File: src/rtl/badder_serial_ctrl_pkg.sv
// Shared types and constants for the BADDER bit-serial sequencer.
// Holds the controller state encoding, requester id type and cell LI lane map.
// Imported by badder_serial_ctrl and rr_arb2.
package badder_serial_ctrl_pkg;

  // Controller states; 2-bit encoding keeps the state register minimal.
  typedef enum logic [1:0] {
    IDLE  = 2'd0,
    SHIFT = 2'd1,
    DONE  = 2'd2
  } state_e;

  // Identifies which of the two requesters owns an operation.
  typedef logic req_id_t;

  // Lane positions of the operand bits on the cell LI bus.
  localparam int CELL_LI_A = 0;
  localparam int CELL_LI_B = 1;

endpackage

File: src/rtl/badder_serial_ctrl_rr_arb2.sv
// Two-input round-robin arbiter: grants the sole valid input, or the pointer on a tie.
// Latency: combinational, no state (the pointer register lives in the parent).
// Backpressure: en=0 suppresses every grant; gnt is one-hot or zero.
module rr_arb2
  import badder_serial_ctrl_pkg::*;
(
  input  logic [1:0] valid,
  input  logic       ptr,
  input  logic       en,
  output logic [1:0] gnt,
  output req_id_t    gnt_id
);

  // Pick the winner: pointer breaks a tie, otherwise whichever input is valid.
  always_comb begin
    gnt    = 2'b00;
    gnt_id = (valid == 2'b11) ? ptr : valid[1];
    if (en && (valid != 2'b00)) begin
      gnt[gnt_id] = 1'b1;
    end
  end

endmodule

File: src/rtl/badder_serial_ctrl.sv
// Shares one BADDER cell between two requesters, streaming operands LSB-first.
// Latency: result valid WIDTH+1 cycles after the cycle a request is accepted.
// Backpressure: holds the result in DONE until RSP_READY; no grants while busy.
// Optional: define BADDER_SERIAL_CTRL_OVF_EN to add the RSP_OVF signed-overflow output.
module badder_serial_ctrl
  import badder_serial_ctrl_pkg::*;
#(
  parameter int WIDTH = 8
) (
  input  logic             QCK,
  input  logic             QRTN,
  input  logic             REQ0_VALID,
  output logic             REQ0_READY,
  input  logic [WIDTH-1:0] REQ0_A,
  input  logic [WIDTH-1:0] REQ0_B,
  input  logic             REQ0_CI,
  input  logic             REQ1_VALID,
  output logic             REQ1_READY,
  input  logic [WIDTH-1:0] REQ1_A,
  input  logic [WIDTH-1:0] REQ1_B,
  input  logic             REQ1_CI,
  output logic             RSP_VALID,
  input  logic             RSP_READY,
  output logic             RSP_ID,
  output logic [WIDTH-1:0] RSP_SUM,
  output logic             RSP_CO,
`ifdef BADDER_SERIAL_CTRL_OVF_EN
  output logic             RSP_OVF,
`endif
  output logic [3:0]       CELL_LI,
  output logic             CELL_CI,
  output logic             CELL_QEN,
  input  logic             CELL_FZ,
  input  logic             CELL_CO,
  output logic             BUSY
);

  localparam int CNT_W = $clog2(WIDTH + 1);

  state_e           state_q;
  logic             ptr_q;
  req_id_t          id_q;
  logic [WIDTH-1:0] a_sr_q;
  logic [WIDTH-1:0] b_sr_q;
  logic [WIDTH-1:0] sum_sr_q;
  logic             carry_q;
  logic [CNT_W-1:0] cnt_q;
`ifdef BADDER_SERIAL_CTRL_OVF_EN
  logic             cmsb_q;
`endif

  logic [WIDTH-1:0] a_sr_d;
  logic [WIDTH-1:0] b_sr_d;
  logic [WIDTH-1:0] sum_sr_d;
  logic [CNT_W-1:0] cnt_d;
  logic             last_bit;
  logic [1:0]       gnt;
  req_id_t          gnt_id;
  logic [WIDTH-1:0] sel_a;
  logic [WIDTH-1:0] sel_b;
  logic             sel_ci;

  // Grants only happen in IDLE, so READY can never coincide with RSP_VALID.
  rr_arb2 u_arb (
    .valid  ({REQ1_VALID, REQ0_VALID}),
    .ptr    (ptr_q),
    .en     (state_q == IDLE),
    .gnt    (gnt),
    .gnt_id (gnt_id)
  );

  assign REQ0_READY = gnt[0];
  assign REQ1_READY = gnt[1];

  // Route the winning requester's operands toward the capture registers.
  always_comb begin
    sel_a  = REQ0_A;
    sel_b  = REQ0_B;
    sel_ci = REQ0_CI;
    if (gnt_id) begin
      sel_a  = REQ1_A;
      sel_b  = REQ1_B;
      sel_ci = REQ1_CI;
    end
  end

  // Next values of the shift registers; the cell's sum bit enters at the MSB so
  // after WIDTH shifts bit 0 of the result sits at bit 0.
  always_comb begin
    a_sr_d              = a_sr_q >> 1;
    b_sr_d              = b_sr_q >> 1;
    sum_sr_d            = sum_sr_q >> 1;
    sum_sr_d[WIDTH-1]   = CELL_FZ;
    cnt_d               = cnt_q + CNT_W'(1);
    last_bit            = (cnt_q == CNT_W'(WIDTH - 1));
  end

  // Sequencer: capture on grant, one bit per cycle in SHIFT, hold result in DONE.
  always_ff @(posedge QCK or negedge QRTN) begin
    if (!QRTN) begin
      state_q  <= IDLE;
      ptr_q    <= 1'b0;
      id_q     <= 1'b0;
      a_sr_q   <= '0;
      b_sr_q   <= '0;
      sum_sr_q <= '0;
      carry_q  <= 1'b0;
      cnt_q    <= '0;
`ifdef BADDER_SERIAL_CTRL_OVF_EN
      cmsb_q   <= 1'b0;
`endif
    end else begin
      case (state_q)
        IDLE: begin
          if (gnt != 2'b00) begin
            a_sr_q  <= sel_a;
            b_sr_q  <= sel_b;
            carry_q <= sel_ci;
            id_q    <= gnt_id;
            cnt_q   <= '0;
            state_q <= SHIFT;
          end
        end
        SHIFT: begin
          sum_sr_q <= sum_sr_d;
          a_sr_q   <= a_sr_d;
          b_sr_q   <= b_sr_d;
          carry_q  <= CELL_CO;
          cnt_q    <= cnt_d;
`ifdef BADDER_SERIAL_CTRL_OVF_EN
          // On the MSB cycle carry_q is the carry into bit WIDTH-1.
          if (last_bit) begin
            cmsb_q <= carry_q;
          end
`endif
          if (last_bit) begin
            state_q <= DONE;
          end
        end
        DONE: begin
          if (RSP_READY) begin
            state_q <= IDLE;
            // Hand priority to the requester that was not just served.
            ptr_q   <= ~id_q;
          end
        end
        default: begin
          state_q <= IDLE;
        end
      endcase
    end
  end

  // Cell drive: operand bits and carry only while shifting, zero otherwise.
  always_comb begin
    CELL_LI = 4'b0000;
    CELL_CI = 1'b0;
    if (state_q == SHIFT) begin
      CELL_LI[CELL_LI_A] = a_sr_q[0];
      CELL_LI[CELL_LI_B] = b_sr_q[0];
      CELL_CI            = carry_q;
    end
  end

  // The cell flip-flop is never used; the carry loop closes through carry_q.
  assign CELL_QEN  = 1'b0;

  assign RSP_VALID = (state_q == DONE);
  assign RSP_ID    = id_q;
  assign RSP_SUM   = sum_sr_q;
  assign RSP_CO    = carry_q;
  assign BUSY      = (state_q != IDLE);
`ifdef BADDER_SERIAL_CTRL_OVF_EN
  assign RSP_OVF   = cmsb_q ^ carry_q;
`endif

endmodule

File: config.mk
export PLATFORM = sky130hd
export DESIGN_NAME = badder_serial_ctrl
export DESIGN_NICKNAME = d
export VERILOG_FILES = /design/src/rtl/badder_serial_ctrl_pkg.sv /design/src/rtl/badder_serial_ctrl_rr_arb2.sv /design/src/rtl/badder_serial_ctrl.sv
export SDC_FILE = /design/constraint.sdc
export NUM_CORES = 1
export LEC_CHECK = 0
export BUFFER_PORTS_ARGS = -buffer_cell sky130_fd_sc_hd__buf_2
export CAP_MARGIN = 15
export CORE_MARGIN = 2
export CORE_UTILIZATION = 44
export DETAILED_ROUTE_END_ITERATION = 8
export PLACE_DENSITY_LB_ADDON = 0.25
export SKIP_LAST_GASP = 1
export SLEW_MARGIN = 40
export SYNTH_ARGS = -nofsm -noshare
export SYNTH_HDL_FRONTEND = slang
export SYNTH_SLANG_ARGS = --single-unit
File: constraint.sdc
create_clock -name QCK -period 1.5 [get_ports QCK]
set_clock_uncertainty 0.15 [all_clocks]
set_input_delay 0.15 -clock QCK [delete_from_list [all_inputs] [get_ports QCK]]
set_output_delay 0.15 -clock QCK [all_outputs]
set_load 0.05 [all_outputs]
==> reports/metrics.yaml, run 1 <==
cells_and_area:
  drive_gt1_frac: 0.468
  layout_commonest_cell: "buf_2"
  areaGrowthSynthToFinish_pct: 47.0
  antenna_cells: 0
  final_nets: 291
  fin_cells: 298
  nFillCells: 316
  multi_input_area_sq_um: 850
  final_cell_mix: "50 x buf_2, 39 x nand2_1, 33 x dfrtp_1"
  ff_latch_area_sq_um: 826
worst_hold_path:
  holdPathEnd: "b_sr_q[7]"
  hold_start: "REQ1_B[7]"
  min_delay_path_depth: 3
  min_path_type: "primary input to flip-flop"
worst_setup_path:
  cp_cell_sequence: "or2_4 -> buf_6 -> nor2_4 -> buf_6"
  arrival_ns: 1.34
  r2r_slack_ns: -0.08
  r2r_cells: 6
  cp_top_family: "flip-flops"
  max_stage_delay_ns: 0.39
  crit_path_max_fanout: 4
  critical_path_class: "flip-flop to primary output"
  cpMaxStageDelayCell: "dfrtp_1"
  rr_startpoint: "state_q[1]"
  critPathMostFrequentCell: "buf_6"
  cp-end-kind: "primary output"
  required_ns: 1.20
  cp_num_buf_inv: 2
  r2r-end: "RSP_CO"
  crit_path_start_kind: "flip-flop"
synth:
  synth_cell_types: 25
  synth.avg_cell_area_sq_um: 9.96
  yosys.area_share.adder: 0.00748
  yosysWarningCount: 0
  synth-seq-cells: 33
  synthCells: 168
  synth_compound_area_frac: 0.151
  mappedNetlistArea_sq_um: 1670
  synth-simple-area-share: 0.161
  muxShareOfSynthArea: 0.102
  synth-seq-area-share: 0.494
  synth_xor_area_frac: 0
  synth_top_family_by_area: "simple AND/OR/NAND/NOR gates"
timing:
  min_period_ns: 1.64
  finalHoldViolCount: 0
  fin_crit_sh: 1.09
  layout_setup_ws_ns: -0.139
  finalSetupViolCount: 23
  fin_setup_tns_ns: -1.34
  timing.hold.ws_ns: 0.0201
  drv_slew: 0
  max_freq_ghz: 0.610
  rsz0062_at_grt: "yes"
floorplanning:
  die_h_um: 65.7
  num_rows: 22
  dieArea_sq_um: 4310
  die_x_um: 65.7
  ios: 61
  start_util: 0.457
  core-area_sq_um: 3660
cts:
  cts_num_sinks: 33
  cts_root_buf: "clkbuf_8"
  path_clk_slew_ns: 0.06
  cts_htree_levels: 2
  clock_latency_ns: 0.28
  cts.path.max_buffers: 2
  cts_tree: "built"
  numCtsBuffers: 5
grt:
  grt_usage: 0.184
  grt_pass1_vias: 1341
  grt_pass1_wl_um: 6020
  grt_remaining_overflow: 0
  grt_max_degree: 34
  antenna_found_initial: 0
route:
  antenna_left: 0
  vias: 1475
  avgViaCountPerCell: 4.95
  first_pass_iters: 4
  wire_per_inst_um: 12.8
  drtIter0Drc: 67
  wl_um: 3820
  drc: 0
outcome:
  outcome: "finished with violations"
  violations: "negative setup slack"
power:
  p_total_mw: 5.24
  power.density_nw_per_um2: 2130
  p_leak_nw: 1.29
  vdd_ir_drop_max_mv: 0.772
placed_design:
  place_inst: 280
  detailed_place_hpwl_um: 2570
  pre_cts_slack_ns: -0.0459
  gp_congestion: 0.765
  portBuffers: 57
run:
  maxCapViolations: 0
## through the flow
stage | instance area (sq um) | util
2_1_floorplan | 1720 | -
3_3_place_gp | 2120 | 0.579
3_5_place_dp | 2120 | 0.579
4_1_cts | 2370 | 0.647
5_1_grt | 2460 | 0.672
6_report | 2460 | 0.672
## synthesized netlist by cell type
master    instances  area share
a21oi_1           1      0.0030
o21ai_2           2       0.010
ha_1              1      0.0075
dfrtp_1          33        0.49
conb_1            1      0.0022
mux2i_1          17        0.10
nand2_1          39       0.088
nor2b_1           1      0.0037
nand2b_1          2      0.0075
a21o_1            2      0.0090
inv_1            10       0.022
clkbuf_1          5       0.011
and2_1            2      0.0075
nor2_1            6       0.013
o21ai_0           5       0.015
nand3_1          10       0.030
nand4_1           1      0.0037
buf_6             4       0.027
buf_4             5       0.022
o22ai_1           1      0.0037
o221ai_2          6       0.054
o21ai_1           3      0.0090
o221ai_1          8       0.042
or2_1             2      0.0075
o32ai_1           1      0.0052
## cell type report
class / instances / area share
sequential: 33 / 0.336
clock buffer: 8 / 0.0326
timing repair buffer: 86 / 0.246
inverter: 10 / 0.0153
tap: 48 / 0.0244
multi-input combinational: 113 / 0.346
## flip-flops by register name (all words and copies together), names as in the netlist
register / flops
cnt_q: 4
RSP_CO: 1
ptr_q: 1
RSP_ID: 1
b_sr_q: 8
state_q: 2
RSP_SUM: 8
a_sr_q: 8
## logic make-up after synthesis
logic type / after synthesis
compound gates: 29
fa+ha+maj: 1
buf+inv: 24
flops: 33
mux: 17
other cells: 1
simple gates: 63
## worst reg2reg max path: cells and delay by family, from the launching register on
family	cells	cell delay [ns]
flip-flops	1	0.39
AO/OA/AOI/OAI	3	0.38
buffers and inverters	2	0.32
AND/OR/NAND/NOR	1	0.28
## worst max-delay path by stage
stage	start	endpoint	slack, ns	cells after the start
floorplan	state_q[1]	cnt_q[0]	-0.15	7
finish	state_q[1]	REQ1_READY	-0.14	4
CTS	state_q[0]	REQ0_READY	-0.12	4
global placement	state_q[1]	a_sr_q[1]	-0.03	5
detailed placement	state_q[1]	b_sr_q[1]	-0.05	5
global route	state_q[1]	REQ1_READY	-0.18	4
## layer usage
layer	vias to the layer above	global-route usage	wire length [um]
met1	698	0.235	1600
met5	-	0	0
met2	43	0.297	1990
met4	0	0.0599	24
met3	4	0.0565	210
li1	730	-	-
## power breakdown
| group | leakage, nW | internal, mW | switching (mW) |
|---|---|---|---|
| sequential | 0.414 | 1.29 | 0.232 |
| combinational | 0.833 | 1.24 | 1.84 |
| clock | 0.0395 | 0.329 | 0.297 |
## timing repair
action	4_1_cts	5_1_grt
buffers inserted	3	2
setup endpoints to repair	18	28
gates cloned	0	0
endpoints found under the hold margin	37	0
hold buffers	5	0
gates resized for setup	27	15
pin swaps	4	2
No activity file was read; power rests on OpenSTA's default activity.
==> inputs of run 2 (changes only) <==
--- a/config.mk
+++ b/config.mk
@@ -8,7 +8,7 @@
 export BUFFER_PORTS_ARGS = -buffer_cell sky130_fd_sc_hd__buf_2
 export CAP_MARGIN = 15
 export CORE_MARGIN = 2
-export CORE_UTILIZATION = 44
+export CORE_UTILIZATION = 45
 export DETAILED_ROUTE_END_ITERATION = 8
 export PLACE_DENSITY_LB_ADDON = 0.25
 export SKIP_LAST_GASP = 1
==> constraint.sdc (replaced) <==
create_clock -name QCK -period 2.11 [get_ports QCK]
set_clock_uncertainty 0.15 [all_clocks]
set_input_delay 0.422 -clock QCK [delete_from_list [all_inputs] [get_ports QCK]]
set_output_delay 0.422 -clock QCK [all_outputs]
set_load 0.05 [all_outputs]
==> run 2 against run 1 <==
  * The flow now finishes without violations
  * Cell count down 6.7%
  * Total power decreased by 38%
  * First-iteration DRC count down 21%
  * Clock-buffer cell count fell by 1
  * Sequential cell count did not move
  * Sequential share of layout area up 5.5 points
  * Global-route usage decreased by 0.82 points
  * Worst hold slack improved by 0.15 ns
  * Clock power fell by 16%
  * Critical path type unchanged
  * Highest routed layer unchanged
==> reports/metrics.yaml, run 2 (same netlist as run 1, synthesis figures left out) <==
outcome:
  outcome: "completed"
route:
  drc: 0
  vias: 1368
  wire_per_inst_um: 11.8
  avgViaCountPerCell: 4.92
  antenna_left: 0
  wl_um: 3290
  drtIter0Drc: 53
  first_pass_iters: 4
worst_setup_path:
  cpMaxStageDelayCell: "dfrtp_1"
  required_ns: 1.54
  arrival_ns: 1.44
  r2r-end: "a_sr_q[3]"
  crit_end: "REQ0_READY"
  r2r_slack_ns: 0.43
  crit_path_start_kind: "flip-flop"
  cp_cell_sequence: "or2_4 -> nor2_2 -> and2_1 -> buf_4"
  rr_startpoint: "state_q[0]"
  crit_path_max_fanout: 5
  r2r_cells: 5
  startpoint: "state_q[0]"
  cp-end-kind: "primary output"
  max_stage_delay_ns: 0.40
  critical_path_class: "flip-flop to primary output"
power:
  p_sw_frac: 0.462
  internal-power_mw: 1.75
  switchingPower_mw: 1.51
  combPwrFrac: 0.512
  vdd_ir_drop_max_mv: 0.713
  p_seq_frac: 0.328
  p_leak_nw: 1.15
  pwr-share-clk: 0.161
  power.density_nw_per_um2: 1540
cts:
  numCtsBuffers: 5
  clock_latency_ns: 0.29
  cts_tree: "built"
  cts.path.max_buffers: 2
  post_cts_buffers: 0
  path_clk_slew_ns: 0.07
  cts_htree_levels: 2
  cts_num_sinks: 33
  cts_root_buf: "clkbuf_8"
cells_and_area:
  areaGrowthSynthToFinish_pct: 26.4
  final_cell_mix: "55 x buf_2, 39 x nand2_1, 33 x dfrtp_1"
  final_core_util: 0.586
  drive_gt1_frac: 0.374
  antenna_cells: 0
  final_nets: 271
  layout_commonest_cell: "buf_2"
placed_design:
  portBuffers: 57
  detailed_place_hpwl_um: 2320
  gp_congestion: 0.723
floorplanning:
  die_h_um: 65.0
  die_x_um: 65.0
  core-area_sq_um: 3610
  ios: 61
  dieArea_sq_um: 4220
  start_util: 0.464
  num_rows: 22
timing:
  rsz0062_at_grt: "no"
  min_period_ns: 2.01
  drv_slew: 0
  finalHoldViolCount: 0
  max_freq_ghz: 0.498
  timing.hold.ws_ns: 0.172
  fin_setup_tns_ns: 0
  finalSetupViolCount: 0
  fin_crit_sh: 0.951
grt:
  grt_remaining_overflow: 0
  grt_max_degree: 34
  grt_usage: 0.176
  grt_pass1_vias: 1245
  antenna_found_initial: 0
  grt_pass1_wl_um: 5620
worst_hold_path:
  min_path_type: "primary input to flip-flop"
run:
  maxCapViolations: 0
-- run 2: cell types whose count changed in the layout (fill, tap and decap cells not counted), moves of 4 or more --
cell           delta
buf_4             -7
nor2_4            -4
buf_6            -10
o221ai_1          +6
buf_2             +5
o221ai_2          -6
dlygate4sd3_1     -4
-- run 2: critical path, delay by kind of cell (launching register included) --
kind,cells,cell delay [ns]
and+or+nand+nor,3,0.57
DFF,1,0.40
buffers and inverters,1,0.19
-- run 2: worst min-delay path by stage --
stage | from | to | depth (start not counted)
after floorplan | QRTN | RSP_CO | 0
after global placement | RSP_SUM[0] | RSP_SUM[0] | 2
after detailed placement | b_sr_q[7] | b_sr_q[6] | 2
after CTS | QRTN | ptr_q | 1
after global routing | CELL_FZ | RSP_SUM[7] | 3
final | CELL_FZ | RSP_SUM[7] | 3
-- run 2: repair_timing --
item	in CTS	in global routing
setup endpoints to repair	1	1
resized for setup	1	2
pin swaps	0	0
hold endpoints to repair	0	33
hold buffers	0	1
-- run 2: layer usage --
layer,vias to the layer above,wire length [um],track usage,share of wire
li1,696,-,-,-
met1,632,1590,0.239,0.48
met2,33,1470,0.265,0.45
met3,7,181,0.0538,0.055
met4,0,49,0.0638,0.015
met5,-,0,0,0
-- run 2: per-stage QoR --
stage	area, sq um	instances	power, mW	setup WS (ns)
after global placement	1990	269	2.73	0.304
after floorplan	1680	170	2.38	0.0971
after global routing	2110	278	3.53	0.0250
after detailed placement	1990	269	2.75	0.289
final	2110	278	3.26	0.102
after CTS	2100	277	3.28	0.0171
-- run 2: area by class of cell --
| class | instances | area [sq um] |
|---|---|---|
| clock inverters | 1 | 5.00 |
| clock buffers | 7 | 96.3 |
| fillers | 332 | 1490 |
| repair buffers | 66 | 360 |
| multi-input cells | 113 | 729 |
| well taps | 48 | 60.1 |
| flip-flops and latches | 33 | 826 |
| inverters | 10 | 37.5 |
-- run 2: power groups by stage --
| stage | Clock, mW | Combinational, mW | Sequential, mW |
|---|---|---|---|
| global placement | 0 | 1.66 | 1.07 |
| CTS | 0.537 | 1.68 | 1.07 |
| global route | 0.573 | 1.84 | 1.11 |
| detailed placement | 0 | 1.67 | 1.08 |
| floorplan | 0 | 1.02 | 1.36 |
| finish | 0.524 | 1.67 | 1.07 |
==> inputs of run 3 (changes only) <==
--- a/config.mk
+++ b/config.mk
@@ -8,7 +8,7 @@
 export BUFFER_PORTS_ARGS = -buffer_cell sky130_fd_sc_hd__buf_2
 export CAP_MARGIN = 15
 export CORE_MARGIN = 2
-export CORE_UTILIZATION = 45
+export CORE_UTILIZATION = 40
 export DETAILED_ROUTE_END_ITERATION = 8
 export PLACE_DENSITY_LB_ADDON = 0.25
 export SKIP_LAST_GASP = 1
==> run 3 against run 2 <==
  * Global-route usage shrank 0.97 points
  * Sequential cell count is the same
  * Sequential power is essentially flat
  * Combinational power is essentially flat
  * Largest cell class unchanged
  * First-iteration DRC count grew 60%
  * Cell area shrank 0.83%
==> reports/metrics.yaml, run 3 (same netlist as run 1, synthesis figures left out) <==
outcome:
  outcome: "completed"
worst_hold_path:
  min_path_type: "primary input to flip-flop"
  min_delay_path_depth: 3
cells_and_area:
  design_area_sq_um: 2100
  drive_gt1_frac: 0.357
  antenna_cells: 0
  final_nets: 269
  final_cell_mix: "55 x buf_2, 39 x nand2_1, 33 x dfrtp_1"
  layout_commonest_cell: "buf_2"
  areaGrowthSynthToFinish_pct: 25.4
grt:
  grt_remaining_overflow: 0
  grt_pass1_wl_um: 5750
  grt_max_degree: 34
  grt_usage: 0.166
  grt_pass1_vias: 1331
  antenna_found_initial: 0
cts:
  numCtsBuffers: 5
  clock_latency_ns: 0.27
  cts.path.max_buffers: 2
  path_clk_slew_ns: 0.06
  cts_num_sinks: 33
  post_cts_buffers: 0
  cts_root_buf: "clkbuf_8"
  cts_tree: "built"
  cts_htree_levels: 2
timing:
  drv_slew: 0
  fin_setup_tns_ns: 0
  timing.hold.ws_ns: 0.188
  max_freq_ghz: 0.489
  finalHoldViolCount: 0
  finalSetupViolCount: 0
  fin_crit_sh: 0.970
  rsz0062_at_grt: "no"
  layout_setup_ws_ns: 0.0642
  min_period_ns: 2.05
floorplanning:
  ios: 61
  die_x_um: 68.7
  num_rows: 23
  core-area_sq_um: 4000
  dieArea_sq_um: 4720
  start_util: 0.418
  die_h_um: 68.7
route:
  wl_met3_um: 173
  avgViaCountPerCell: 4.84
  routed-wl-met2_um: 1720
  drc: 0
  routed.top_layer: "met4"
  wire_per_inst_um: 12.9
  wl_met1_um: 1630
  first_pass_iters: 4
  wl_um: 3560
  antenna_left: 0
  vias: 1341
  drtIter0Drc: 85
worst_setup_path:
  required_ns: 1.54
  startpoint: "state_q[0]"
  cp-end-kind: "primary output"
  cpMaxStageDelayCell: "dfrtp_1"
  cp_num_buf_inv: 1
  r2r_slack_ns: 0.48
  r2r-end: "a_sr_q[1]"
  cp_cell_sequence: "or2_4 -> nor2_2 -> and2_1 -> buf_4"
  rr_startpoint: "ptr_q"
  crit_path_start_kind: "flip-flop"
  critical_path_class: "flip-flop to primary output"
  r2r_cells: 4
  crit_cells: 4
  crit_end: "REQ0_READY"
  max_stage_delay_ns: 0.41
  arrival_ns: 1.47
  crit_path_max_fanout: 5
  cp_top_family: "simple AND/OR/NAND/NOR gates"
power:
  p_total_mw: 3.22
  p_leak_nw: 1.13
  internal-power_mw: 1.72
  combPwrFrac: 0.522
  vdd_ir_drop_max_mv: 0.526
  power.density_nw_per_um2: 1540
  p_sw_frac: 0.467
  p_seq_frac: 0.333
  switchingPower_mw: 1.50
  pwr-share-clk: 0.145
placed_design:
  detailed_place_hpwl_um: 2530
  gp_congestion: 0.785
  portBuffers: 57
  detailed_place.area_sq_um: 1990
  pre_cts_slack_ns: 0.248
run:
  maxCapViolations: 0
run 3: cell types whose count changed in the layout (fill, tap and decap cells not counted), sizes merged:
cell / before / now
clkinv: 1 / 0
buf: 65 / 63
run 3: final cells by class:
type | count | area [sq um]
flip-flops and latches | 33 | 826
inverters | 10 | 37.5
multi-input cells | 113 | 727
clock buffers | 7 | 86.3
well taps | 50 | 62.6
repair buffers | 64 | 358
fillers | 388 | 1900
run 3: stage by stage:
step	utilization	instances
after floorplan	-	170
after global placement	0.498	269
after detailed placement	0.498	269
after CTS	0.520	276
after global routing	0.524	277
final	0.524	277
run 3: worst min-delay path by stage:
stage | start | end | slack [ns]
floorplan | QRTN | RSP_CO | -0.02
global placement | RSP_SUM[0] | RSP_SUM[0] | 0.30
detailed placement | RSP_SUM[0] | RSP_SUM[0] | 0.32
CTS | QRTN | RSP_SUM[3] | 0.08
global route | RSP_READY | state_q[1] | 0.19
finish | CELL_FZ | RSP_SUM[7] | 0.19
run 3: power groups by stage:
stage	logic, mW	registers, mW	clock network [mW]
4_1_cts	1.70	1.07	0.489
5_1_grt	1.85	1.11	0.520
2_1_floorplan	1.02	1.36	0
3_3_place_gp	1.67	1.07	0
3_5_place_dp	1.69	1.08	0
6_report	1.68	1.07	0.468
run 3: repair_timing:
| action | in CTS | in global routing |
|---|---|---|
| setup endpoints to repair | 1 | 1 |
| endpoints found under the hold margin | 0 | 33 |
| hold buffers | 0 | 1 |
| resized for setup | 2 | 1 |
run 3: worst register-to-register path: stages, from the launching register on:
cell	delay, ns
dfrtp_1	0.40
o21ai_2	0.24
buf_4	0.34
mux2i_1	0.28
o221ai_2	0.11
run 3: layer usage:
metal	track usage	vias to the layer above
met1	0.200	614
met5	0	-
li1	-	688
met4	0.0600	0
met2	0.288	34
met3	0.0390	5
